===== config.mk =====
export PLATFORM = sky130hd
export DESIGN_NAME = rs_dsp_mult_acc_split
export DESIGN_NICKNAME = d
export VERILOG_FILES = /design/src/rtl/rs_dsp_pkg.sv /design/src/rtl/rs_dsp_mac_lane.sv /design/src/rtl/rs_dsp_mult_acc_split.sv
export SDC_FILE = /design/constraint.sdc
export NUM_CORES = 2
export LEC_CHECK = 0
export CORE_MARGIN = 2
export CORE_UTILIZATION = 58
export CTS_CLUSTER_DIAMETER = 30
export DETAILED_ROUTE_END_ITERATION = 7
export PLACE_DENSITY = 0.75
export SYNTH_ARGS = -nofsm -noshare
export SYNTH_HDL_FRONTEND = slang
export SYNTH_SLANG_ARGS = --single-unit

===== constraint.sdc =====
create_clock -name clk -period 8.5 [get_ports clk]
set_input_delay 1.7 -clock clk [delete_from_list [all_inputs] [get_ports clk]]
set_output_delay 1.7 -clock clk [all_outputs]
set_load 0.02 [all_outputs]

===== src/rtl/rs_dsp_pkg.sv =====
`default_nettype none
// ============================================================================
// Module      : rs_dsp_pkg
// Description : Shared widths, saturation bounds, control structs and lane
//               slicing helpers for the dual-lane 10x9 MAC model.
// Revision    : 1.0 - initial release
// ============================================================================
package rs_dsp_pkg;

  localparam int LANE_A_W = 10;
  localparam int LANE_B_W = 9;
  localparam int LANE_Z_W = 19;
  localparam int ACC_W    = 32;
  localparam int PROD_W   = 20;
  localparam int FMT_W    = ACC_W + 1;

  // Clamp bounds compared against the widened, shifted accumulator
  localparam logic signed [FMT_W-1:0] SAT_S_MAX = 33'sd262143;
  localparam logic signed [FMT_W-1:0] SAT_S_MIN = -33'sd262144;
  localparam logic signed [FMT_W-1:0] SAT_U_MAX = 33'sd524287;
  localparam logic signed [FMT_W-1:0] SAT_U_MIN = 33'sd0;

  // Lane-sized values driven onto z when clamping
  localparam logic [LANE_Z_W-1:0] LANE_S_MAX = 19'h3FFFF;
  localparam logic [LANE_Z_W-1:0] LANE_S_MIN = 19'h40000;
  localparam logic [LANE_Z_W-1:0] LANE_U_MAX = 19'h7FFFF;
  localparam logic [LANE_Z_W-1:0] LANE_U_MIN = 19'h00000;

  // Controls that travel with the accumulator into the output formatter
  typedef struct packed {
    logic       unsigned_a;
    logic       unsigned_b;
    logic [4:0] shift_right;
    logic       round;
    logic       saturate;
  } fmt_ctl_t;

  // Full control word captured at stage 1
  typedef struct packed {
    logic [2:0] feedback;
    logic [4:0] acc_fir;
    logic       load_acc;
    logic       subtract;
    fmt_ctl_t   fmt;
  } ctl_t;

  // Lane 1 lives in the upper half of every packed word
  function automatic logic [LANE_A_W-1:0] a_lane(input logic [2*LANE_A_W-1:0] word,
                                                 input logic upper);
    return upper ? word[2*LANE_A_W-1:LANE_A_W] : word[LANE_A_W-1:0];
  endfunction

  function automatic logic [LANE_B_W-1:0] b_lane(input logic [2*LANE_B_W-1:0] word,
                                                 input logic upper);
    return upper ? word[2*LANE_B_W-1:LANE_B_W] : word[LANE_B_W-1:0];
  endfunction

  // Coefficients share the A-operand packing
  function automatic logic [LANE_A_W-1:0] coeff_unpack(input logic [2*LANE_A_W-1:0] coeff,
                                                       input logic upper);
    return a_lane(coeff, upper);
  endfunction

endpackage
`default_nettype wire


===== src/rtl/rs_dsp_mac_lane.sv =====
`default_nettype none
// ============================================================================
// Module      : rs_dsp_mac_lane
// Description : One lane: signed/unsigned 10x9 multiply, 32-bit accumulator
//               (stage 2) and combinational round/shift/saturate formatting.
// Revision    : 1.0 - initial release
// ============================================================================
module rs_dsp_mac_lane
  import rs_dsp_pkg::*;
#(
  parameter logic ACC_MODE = 1'b1
) (
  input  logic                clk,
  input  logic                lreset,
  input  logic [LANE_A_W-1:0] a_op,
  input  logic [LANE_B_W-1:0] b_op,
  input  logic                load_acc,
  input  logic                subtract,
  input  logic [4:0]          acc_fir,
  input  fmt_ctl_t            fmt_in,
  output logic [LANE_Z_W-1:0] z_lane
);

  logic signed [PROD_W-1:0] a_ext;
  logic signed [PROD_W-1:0] b_ext;
  logic signed [PROD_W-1:0] product;
  logic signed [ACC_W-1:0]  prod_ext;
  logic signed [ACC_W-1:0]  load_term;
  logic signed [ACC_W-1:0]  acc_next;
  logic signed [ACC_W-1:0]  acc;
  fmt_ctl_t                 fmt_q;
  logic signed [FMT_W-1:0]  bias;
  logic signed [FMT_W-1:0]  rounded;
  logic signed [FMT_W-1:0]  shifted;

  // Extend operands to the exact product width, then load or accumulate
  always_comb begin
    a_ext     = {{(PROD_W-LANE_A_W){~fmt_in.unsigned_a & a_op[LANE_A_W-1]}}, a_op};
    b_ext     = {{(PROD_W-LANE_B_W){~fmt_in.unsigned_b & b_op[LANE_B_W-1]}}, b_op};
    product   = a_ext * b_ext;
    prod_ext  = {{(ACC_W-PROD_W){product[PROD_W-1]}}, product};
    load_term = prod_ext << acc_fir;
    if (ACC_MODE && load_acc) begin
      acc_next = subtract ? (acc - prod_ext) : (acc + prod_ext);
    end else begin
      acc_next = subtract ? -load_term : load_term;
    end
  end

  // Stage 2: accumulator plus the formatting controls that belong to it
  always_ff @(posedge clk) begin
    if (lreset) begin
      acc   <= '0;
      fmt_q <= '0;
    end else begin
      acc   <= acc_next;
      fmt_q <= fmt_in;
    end
  end

  // Round half-up, arithmetic shift, then clamp or truncate to 19 bits
  always_comb begin
    bias = '0;
    if (fmt_q.round && (fmt_q.shift_right != 5'd0)) begin
      bias = FMT_W'(1) << (fmt_q.shift_right - 5'd1);
    end
    rounded = {acc[ACC_W-1], acc} + bias;
    shifted = rounded >>> fmt_q.shift_right;
    z_lane  = shifted[LANE_Z_W-1:0];
    if (fmt_q.saturate) begin
      if (fmt_q.unsigned_a && fmt_q.unsigned_b) begin
        if (shifted < SAT_U_MIN)      z_lane = LANE_U_MIN;
        else if (shifted > SAT_U_MAX) z_lane = LANE_U_MAX;
      end else begin
        if (shifted < SAT_S_MIN)      z_lane = LANE_S_MIN;
        else if (shifted > SAT_S_MAX) z_lane = LANE_S_MAX;
      end
    end
  end

endmodule
`default_nettype wire


===== src/rtl/rs_dsp_mult_acc_split.sv =====
`default_nettype none
// ============================================================================
// Module      : rs_dsp_mult_acc_split
// Description : Dual-lane DSP slice model: stage-1 input register, operand /
//               coefficient selection, two MAC lanes, stage-3 output register.
// Revision    : 1.0 - initial release
// ============================================================================
module rs_dsp_mult_acc_split
  import rs_dsp_pkg::*;
#(
  parameter logic [19:0] COEFF_0       = 20'h00000,
  parameter logic [19:0] COEFF_1       = 20'h00000,
  parameter logic [19:0] COEFF_2       = 20'h00000,
  parameter logic [19:0] COEFF_3       = 20'h00000,
  parameter logic        INPUT_REG_EN  = 1'b1,
  parameter logic        OUTPUT_REG_EN = 1'b1,
  parameter logic        ACC_MODE      = 1'b1
) (
  input  logic        clk,
  input  logic        lreset,
  input  logic [19:0] a,
  input  logic [17:0] b,
  input  logic [2:0]  feedback,
  input  logic [4:0]  acc_fir,
  input  logic        load_acc,
  input  logic        unsigned_a,
  input  logic        unsigned_b,
  input  logic        subtract,
  input  logic [4:0]  shift_right,
  input  logic        round,
  input  logic        saturate,
  output logic [37:0] z,
  output logic [17:0] dly_b
);

  ctl_t                in_ctl;
  ctl_t                s1_ctl;
  logic [19:0]         s1_a;
  logic [17:0]         s1_b;
  logic [17:0]         b_q;
  logic [19:0]         coeff_sel;
  logic [LANE_A_W-1:0] a_op1;
  logic [LANE_A_W-1:0] a_op2;
  logic [LANE_Z_W-1:0] z1;
  logic [LANE_Z_W-1:0] z2;

  // Gather the control inputs into one word for stage 1
  always_comb begin
    in_ctl                 = '0;
    in_ctl.feedback        = feedback;
    in_ctl.acc_fir         = acc_fir;
    in_ctl.load_acc        = load_acc;
    in_ctl.subtract        = subtract;
    in_ctl.fmt.unsigned_a  = unsigned_a;
    in_ctl.fmt.unsigned_b  = unsigned_b;
    in_ctl.fmt.shift_right = shift_right;
    in_ctl.fmt.round       = round;
    in_ctl.fmt.saturate    = saturate;
  end

  // Registered b exists in every configuration because dly_b exposes it
  always_ff @(posedge clk) begin
    if (lreset) b_q <= '0;
    else        b_q <= b;
  end
  assign dly_b = b_q;

  generate
    if (INPUT_REG_EN) begin : g_in_reg
      logic [19:0] a_q;
      ctl_t        ctl_q;
      // Stage 1: capture a and all controls
      always_ff @(posedge clk) begin
        if (lreset) begin
          a_q   <= '0;
          ctl_q <= '0;
        end else begin
          a_q   <= a;
          ctl_q <= in_ctl;
        end
      end
      assign s1_a   = a_q;
      assign s1_b   = b_q;
      assign s1_ctl = ctl_q;
    end else begin : g_in_bypass
      assign s1_a   = a;
      assign s1_b   = b;
      assign s1_ctl = in_ctl;
    end
  endgenerate

  // Pick the coefficient word and the per-lane A operand source
  always_comb begin
    case (s1_ctl.feedback[1:0])
      2'd0:    coeff_sel = COEFF_0;
      2'd1:    coeff_sel = COEFF_1;
      2'd2:    coeff_sel = COEFF_2;
      default: coeff_sel = COEFF_3;
    endcase
    a_op1 = s1_ctl.feedback[2] ? coeff_unpack(coeff_sel, 1'b1) : a_lane(s1_a, 1'b1);
    a_op2 = s1_ctl.feedback[2] ? coeff_unpack(coeff_sel, 1'b0) : a_lane(s1_a, 1'b0);
  end

  rs_dsp_mac_lane #(.ACC_MODE(ACC_MODE)) u_lane1 (
    .clk      (clk),
    .lreset   (lreset),
    .a_op     (a_op1),
    .b_op     (b_lane(s1_b, 1'b1)),
    .load_acc (s1_ctl.load_acc),
    .subtract (s1_ctl.subtract),
    .acc_fir  (s1_ctl.acc_fir),
    .fmt_in   (s1_ctl.fmt),
    .z_lane   (z1)
  );

  rs_dsp_mac_lane #(.ACC_MODE(ACC_MODE)) u_lane2 (
    .clk      (clk),
    .lreset   (lreset),
    .a_op     (a_op2),
    .b_op     (b_lane(s1_b, 1'b0)),
    .load_acc (s1_ctl.load_acc),
    .subtract (s1_ctl.subtract),
    .acc_fir  (s1_ctl.acc_fir),
    .fmt_in   (s1_ctl.fmt),
    .z_lane   (z2)
  );

  generate
    if (OUTPUT_REG_EN) begin : g_out_reg
      logic [37:0] z_q;
      // Stage 3: register the packed lane results
      always_ff @(posedge clk) begin
        if (lreset) z_q <= '0;
        else        z_q <= {z1, z2};
      end
      assign z = z_q;
    end else begin : g_out_comb
      assign z = {z1, z2};
    end
  endgenerate

endmodule
`default_nettype wire


======== Yosys cells after proc, flatten, opt, wreduce, memory -nomap -nowiden ========
Cells that the tools add are included.
operators by class
  $add $sub $neg .......................... 9
  multipliers ............................. 2
  divide/modulo/power cells ............... 0
  $lt $le $gt $ge ......................... 8
  eq/ne operators ......................... 0
  shifts and indexed selects .............. 5
  muxes and demuxes ....................... 21
  bitwise logic cells ..................... 6
  reduce and logical (&&, ||, !) cells .... 3
operators by type and width
  kind                                                                    count
  19-bit 2-to-1 mux                                                       12
  32-bit 2-to-1 mux                                                       6
  33-bit adder                                                            2
  33-bit by 19-bit > comparator with 1-bit output, second input constant  2
  33-bit by 20-bit > comparator with 1-bit output, second input constant  2
  33-bit by 1-bit < comparator with 1-bit output, second input constant   2
  33-bit by 19-bit < comparator with 1-bit output, second input constant  2
  33-bit by 5-bit >>> shifter with 33-bit output                          2
  32-bit by 20-bit adder with 32-bit output                               2
  32-bit negator                                                          2
  32-bit by 5-bit left shift with 32-bit output                           2
  32-bit by 20-bit subtractor with 32-bit output                          2
  11-bit by 10-bit multiplier with 20-bit output                          2
  33-bit 2-to-1 mux                                                       1
  1-bit by 5-bit left shift with 33-bit output, first input constant      1
  10-bit 2-to-1 mux                                                       2
  5-bit nonzero test                                                      1
  5-bit by 1-bit subtractor with 5-bit output, second input constant      1
  1-bit AND                                                               4
  1-bit logical AND                                                       2
  1-bit inverter                                                          2
word-level totals
  register bits ........................... 168
  latch bits .............................. 0
  RAM bits ................................ 0
  ROM bits ................................ 0
  input bits .............................. 59
  output and inout port bits .............. 56
  word-level logic and storage cells ...... 73
  memories ................................ 0

======== Logic depth before layout (Yosys ltp) ========
  depth in word-level cells ............... 10
  depth in mapped cells ................... 42
  mapped depth without buffers ............ 37

======== By module ========
A second synthesis with hierarchy kept.
second synthesis, totals
  cell total of the unflattened synthesis .. 4438
  area total of the unflattened synthesis .. 33394.5 µm²
modules (own cells, without submodules)
  module                     times used  cells an instance  area each (µm²)  sequential area each (µm²)
  rs_dsp_mac_lane (u_lane1)  1           2150               15539.9          820.8
  rs_dsp_mac_lane (u_lane2)  1           2070               15213.3          820.8
  rs_dsp_mult_acc_split      1           218                2641.3           1861.8

======== Worst setup path after synthesis ========
Ideal clock, no wire load.
  kind .................................... reg-to-reg
  from .................................... reg g_in_reg.ctl_q[18] in the netlist's numbering
  to ...................................... reg u_lane1.acc[31]
  library setup time ...................... 134 ps
  data arrival time ....................... 8966 ps
  required time ........................... 8366 ps
  slack ................................... -600 ps
  stages on the path, launching flop included .. 38
  buffers on the path ..................... 4
  clock period less this slack ............ 9100 ps
  cell sequence ........................... dfxtp_1 clkbuf_1 clkbuf_1 nor2b_1 clkbuf_1 and2_1 fa_1 inv_1 fa_1 inv_1 fa_1 fa_1 inv_1 fa_1 inv_1 ha_1 clkbuf_1 o21ai_0 [... 2 more ...] o21a_1 nor2_1 nor4_1 a21oi_1 xnor2_1 ha_1 a21o_1 a21oi_1 inv_1 or4_1 o221a_2 a221o_1 o41ai_1 o211a_1 o21bai_1 a21oi_1 xnor2_1 o22ai_1
between the ends
  longest elaborated chain between the ends .. 7
  elaborated cells between the ends (all ways) .. 10
  those cells by class .................... add/sub (3); mul (1); shift (1); mux (4); bitwise (1)
ends and longest elaborated chain
  item                                                RTL line                      source
  start, declared                                     rs_dsp_mult_acc_split.sv:71   ctl_t ctl_q;
  start signal, assigned                              rs_dsp_mult_acc_split.sv:79   ctl_q <= in_ctl;
  10-bit 2-to-1 mux (*)                               rs_dsp_mult_acc_split.sv:100  a_op1 = s1_ctl.feedback[2] ? coeff_unpack(coeff_sel, 1'b1) : a_lane(s1_a, 1'b1);
  1-bit AND                                           rs_dsp_mac_lane.sv:38         a_ext = {{(PROD_W-LANE_A_W){~fmt_in.unsigned_a & a_op[LANE_A_W-1]}}, a_op};
  11-bit by 10-bit multiplier with 20-bit output (*)  rs_dsp_mac_lane.sv:40         product = a_ext * b_ext;
  32-bit by 5-bit left shift with 32-bit output       rs_dsp_mac_lane.sv:42         load_term = prod_ext << acc_fir;
  32-bit negator                                      rs_dsp_mac_lane.sv:46         acc_next = subtract ? -load_term : load_term;
  32-bit 2-to-1 mux                                   rs_dsp_mac_lane.sv:46
  32-bit 2-to-1 mux (*)                               rs_dsp_mac_lane.sv:43         if (ACC_MODE && load_acc) begin
  end signal, assigned                                rs_dsp_mac_lane.sv:56         acc <= acc_next;
  end, declared                                       rs_dsp_mac_lane.sv:30         logic signed [ACC_W-1:0] acc;
Mark *: on every way between the ends. The rest lies on a longest branch, timed or not.
A chain may end at the register's enable or synchronous reset.

======== Worst setup path in the final report ========
Ends and elaborated chain as after synthesis.

==> results.toml <==
[run_status]
status = "finished clean"

[timing]
hold_viol = 0
fin_crit_sh = 0.995
finalWorstPathRequiredPeriod_ns = 8.46
clock_skew_ns = 0.0273
max_slew.worst_pin.slew_ns = 1.18
relSlewSlack = 0.208
worst_slack_ns = 0.0434
rsz0062_at_grt = "true"
max_clock_freq_ghz = 0.118
finalSetupViolCount = 0
drv_slew = 0

[clock_network]
clkTransAtPathRegs_ns = 0.08
cts_root_buf = "clkbuf_16"
cts_sinks = 166
cts_buffers = 17
htree_levels = 4
cts_buffer_depth = 2
clock_latency_ns = 0.51
cts_tree = "yes"

[run]
maxCapViolCount = 0

[critical_path]
critPathLaunchType = "register"
worstSetupStartpoint = "g_in_reg.ctl_q[18]"
crit_top_cell = "inv_1"
cp.required_ns = 8.85
endpoint_kind = "register"
cp.arrival_ns = 8.81
r2r_setup_slack_ns = 0.04
timing.rr.end = "u_lane1.acc[31]"
crit_end = "u_lane1.acc[31]"
worstSetupPathType = "reg -> reg"
slowest_delay_ns = 0.55
reg2reg_from = "g_in_reg.ctl_q[18]"
crit_slowest_cell = "fa_1"
worstPathMaxFanout = 13
ff2ff_path_depth = 35

[power]
p_total_uw = 7090
p_switching_uw = 3450
swShare = 0.486
vdd_drop_max_mv = 0.199
p_per_area_mw_per_mm2 = 191
combPwrFrac = 0.743
power.internal_uw = 3650
seq_power_share = 0.145
leakagePower_uw = 0.0166
power_frac_clock = 0.112

[logic_synthesis]
syn_avg_cell_area_um2 = 7.40
synth_top_area_share = 0.124
ys_seq_area_frac = 0.106
async_flop_share = 0
syn_inst = 4236
ys_ff_latch = 166
synth_cell_type_count = 96
yosysTopAreaCell = "fa_1"
synth_flop_cell = "dfxtp_1"
synth_edf_count = 0
synth.area.top_cells = "fa_1 12%, dfxtp_1 11%, ha_1 9.1%, nand2_1 5.0%, nor2_1 4.7%"
syn_area_mm2 = 0.0314
ys_warn_count = 0

[grt]
antenna_found_initial = 1
gr-total-overflow = 0
track_usage = 0.376
grt_pass1_vias = 31900
grt_max_degree = 87
grt_pass1_wl_um = 169000

[final_layout]
fillerInstances = 4535
most-common-layout-cells = "409 x nand2_1, 400 x buf_4, 380 x nor2_1"
drive_above_1_share = 0.167
final_common_cell = "nand2_1"
antennaDiodeCount = 0
finalNonFillerCells = 5236
final_nets = 5008
area_growth_pct = 18.6

[floorplanning]
die-width_um = 237
io_pins = 115
dieHeight_um = 237
start_util = 0.585
dieArea_mm2 = 0.0559
core-area_mm2 = 0.0536
num_rows = 85

[worst_hold_path]
hold_depth = 1
hold_path_class = "reg -> reg"

[placed_design]
dpl.hpwl_um = 84900
portBuffers = 112
place_ws_ns = -0.369
globalplace.congestion = 1.02
dp_cells = 5168

[routing]
ant_nets = 0
drt_wl_total_um = 108000
drcViolationCount = 0
num_vias = 33900
post_drt_wl_per_cell_um = 20.6
vias_per_cell = 6.47
dr.pass1.iters = 7
drt_iter0_drc = 3660
## metrics by stage
stage / cell area (um2) / hold WS (ns) / TNS, ns / utilization
floorplan: 31400 / 0.414 / 0 / -
global placement: 35300 / 0.419 / -1.25 / 0.658
detailed placement: 35300 / 0.425 / -2.82 / 0.658
CTS: 36200 / 0.437 / 0 / 0.675
global route: 37200 / 0.453 / -0.987 / 0.694
finish: 37200 / 0.433 / 0 / 0.694
## sequential cells by signal, indices dropped and copies added (netlist names)
name	cells
z	38
u_lane1.acc	32
u_lane2.acc	32
g_in_reg.a_q	20
dly_b	18
g_in_reg.ctl_q	17
u_lane1.fmt_q	9
## cell usage after synthesis (48+ instances only)
library cell  number
inv_1            349
a21oi_1          274
clkbuf_1         219
o211ai_1          59
o21ai_0          236
nor2_1           393
a21o_1            72
fa_1             194
nand3_1           85
dfxtp_1          166
a211oi_1          97
xor2_1            79
and2_1           107
ha_1             228
nor2b_1          114
xnor2_1          132
nand2_1          419
and3_1            48
o21a_1            48
nor3_1           112
mux2i_1           59
## worst min-delay path by stage
stage                            from                to
global route        g_in_reg.ctl_q[1]  u_lane1.fmt_q[1]
finish              g_in_reg.ctl_q[6]  u_lane1.fmt_q[6]
floorplan           g_in_reg.ctl_q[0]  u_lane1.fmt_q[0]
global placement    g_in_reg.ctl_q[0]  u_lane1.fmt_q[0]
detailed placement  g_in_reg.ctl_q[6]  u_lane1.fmt_q[6]
CTS                 g_in_reg.ctl_q[6]  u_lane1.fmt_q[6]
## critical path, delay by kind of cell, from the launching register on
| family | cells | cell delay (ns) |
|---|---|---|
| AOI/OAI and AO/OA | 12 | 2.86 |
| adders and majority gates | 7 | 2.59 |
| and+or+nand+nor | 7 | 1.48 |
| buffers and inverters | 7 | 0.69 |
| DFF | 1 | 0.38 |
| xor gates and xnor gates | 2 | 0.29 |
## final cells by class
type / count / area [um2] / area share
clock buffers: 18 / 429 / 0.0115
repair buffers: 524 / 4290 / 0.115
multi-input cells: 3464 / 26800 / 0.721
well taps: 696 / 871 / 0.0234
clock inverters: 14 / 134 / 0.00360
inverters: 354 / 1330 / 0.0357
flip-flops and latches: 166 / 3340 / 0.0898
## power groups by stage
stage	clock [uW]	sequential [uW]	combinational [uW]
6_report	794	1030	5270
2_1_floorplan	0	1020	3110
5_1_grt	838	1030	5690
3_5_place_dp	0	1040	4750
4_1_cts	803	1020	4870
3_3_place_gp	0	1040	4690
## cells by family (layout without fill, tap and decap cells)
logic type | after synthesis | in the layout | synth area share
buf+inv | 607 | 910 | 0.0730
mux | 130 | 130 | 0.0573
compound gates | 1197 | 1197 | 0.258
other cells | 1 | 2 | 0.000120
simple gates | 1502 | 1502 | 0.232
fa+ha+maj | 422 | 422 | 0.215
flops | 166 | 166 | 0.106
xor+xnor | 211 | 211 | 0.0589
## timing repair
item | CTS | global route
buffers inserted | 14 | 22
pin swaps | 33 | 127
setup endpoints to repair | 15 | 22
gates resized for setup | 60 | 191
hold buffers | 0 | 0
## per-layer routing
metal	track usage	part of all wire	vias to the layer above
met5	0	0	-
met4	0.216	0.063	0
met3	0.0718	0.086	425
met2	0.602	0.45	1747
met1	0.475	0.40	16000
li1	-	-	15700
Power figures use the tool's default switching activity.
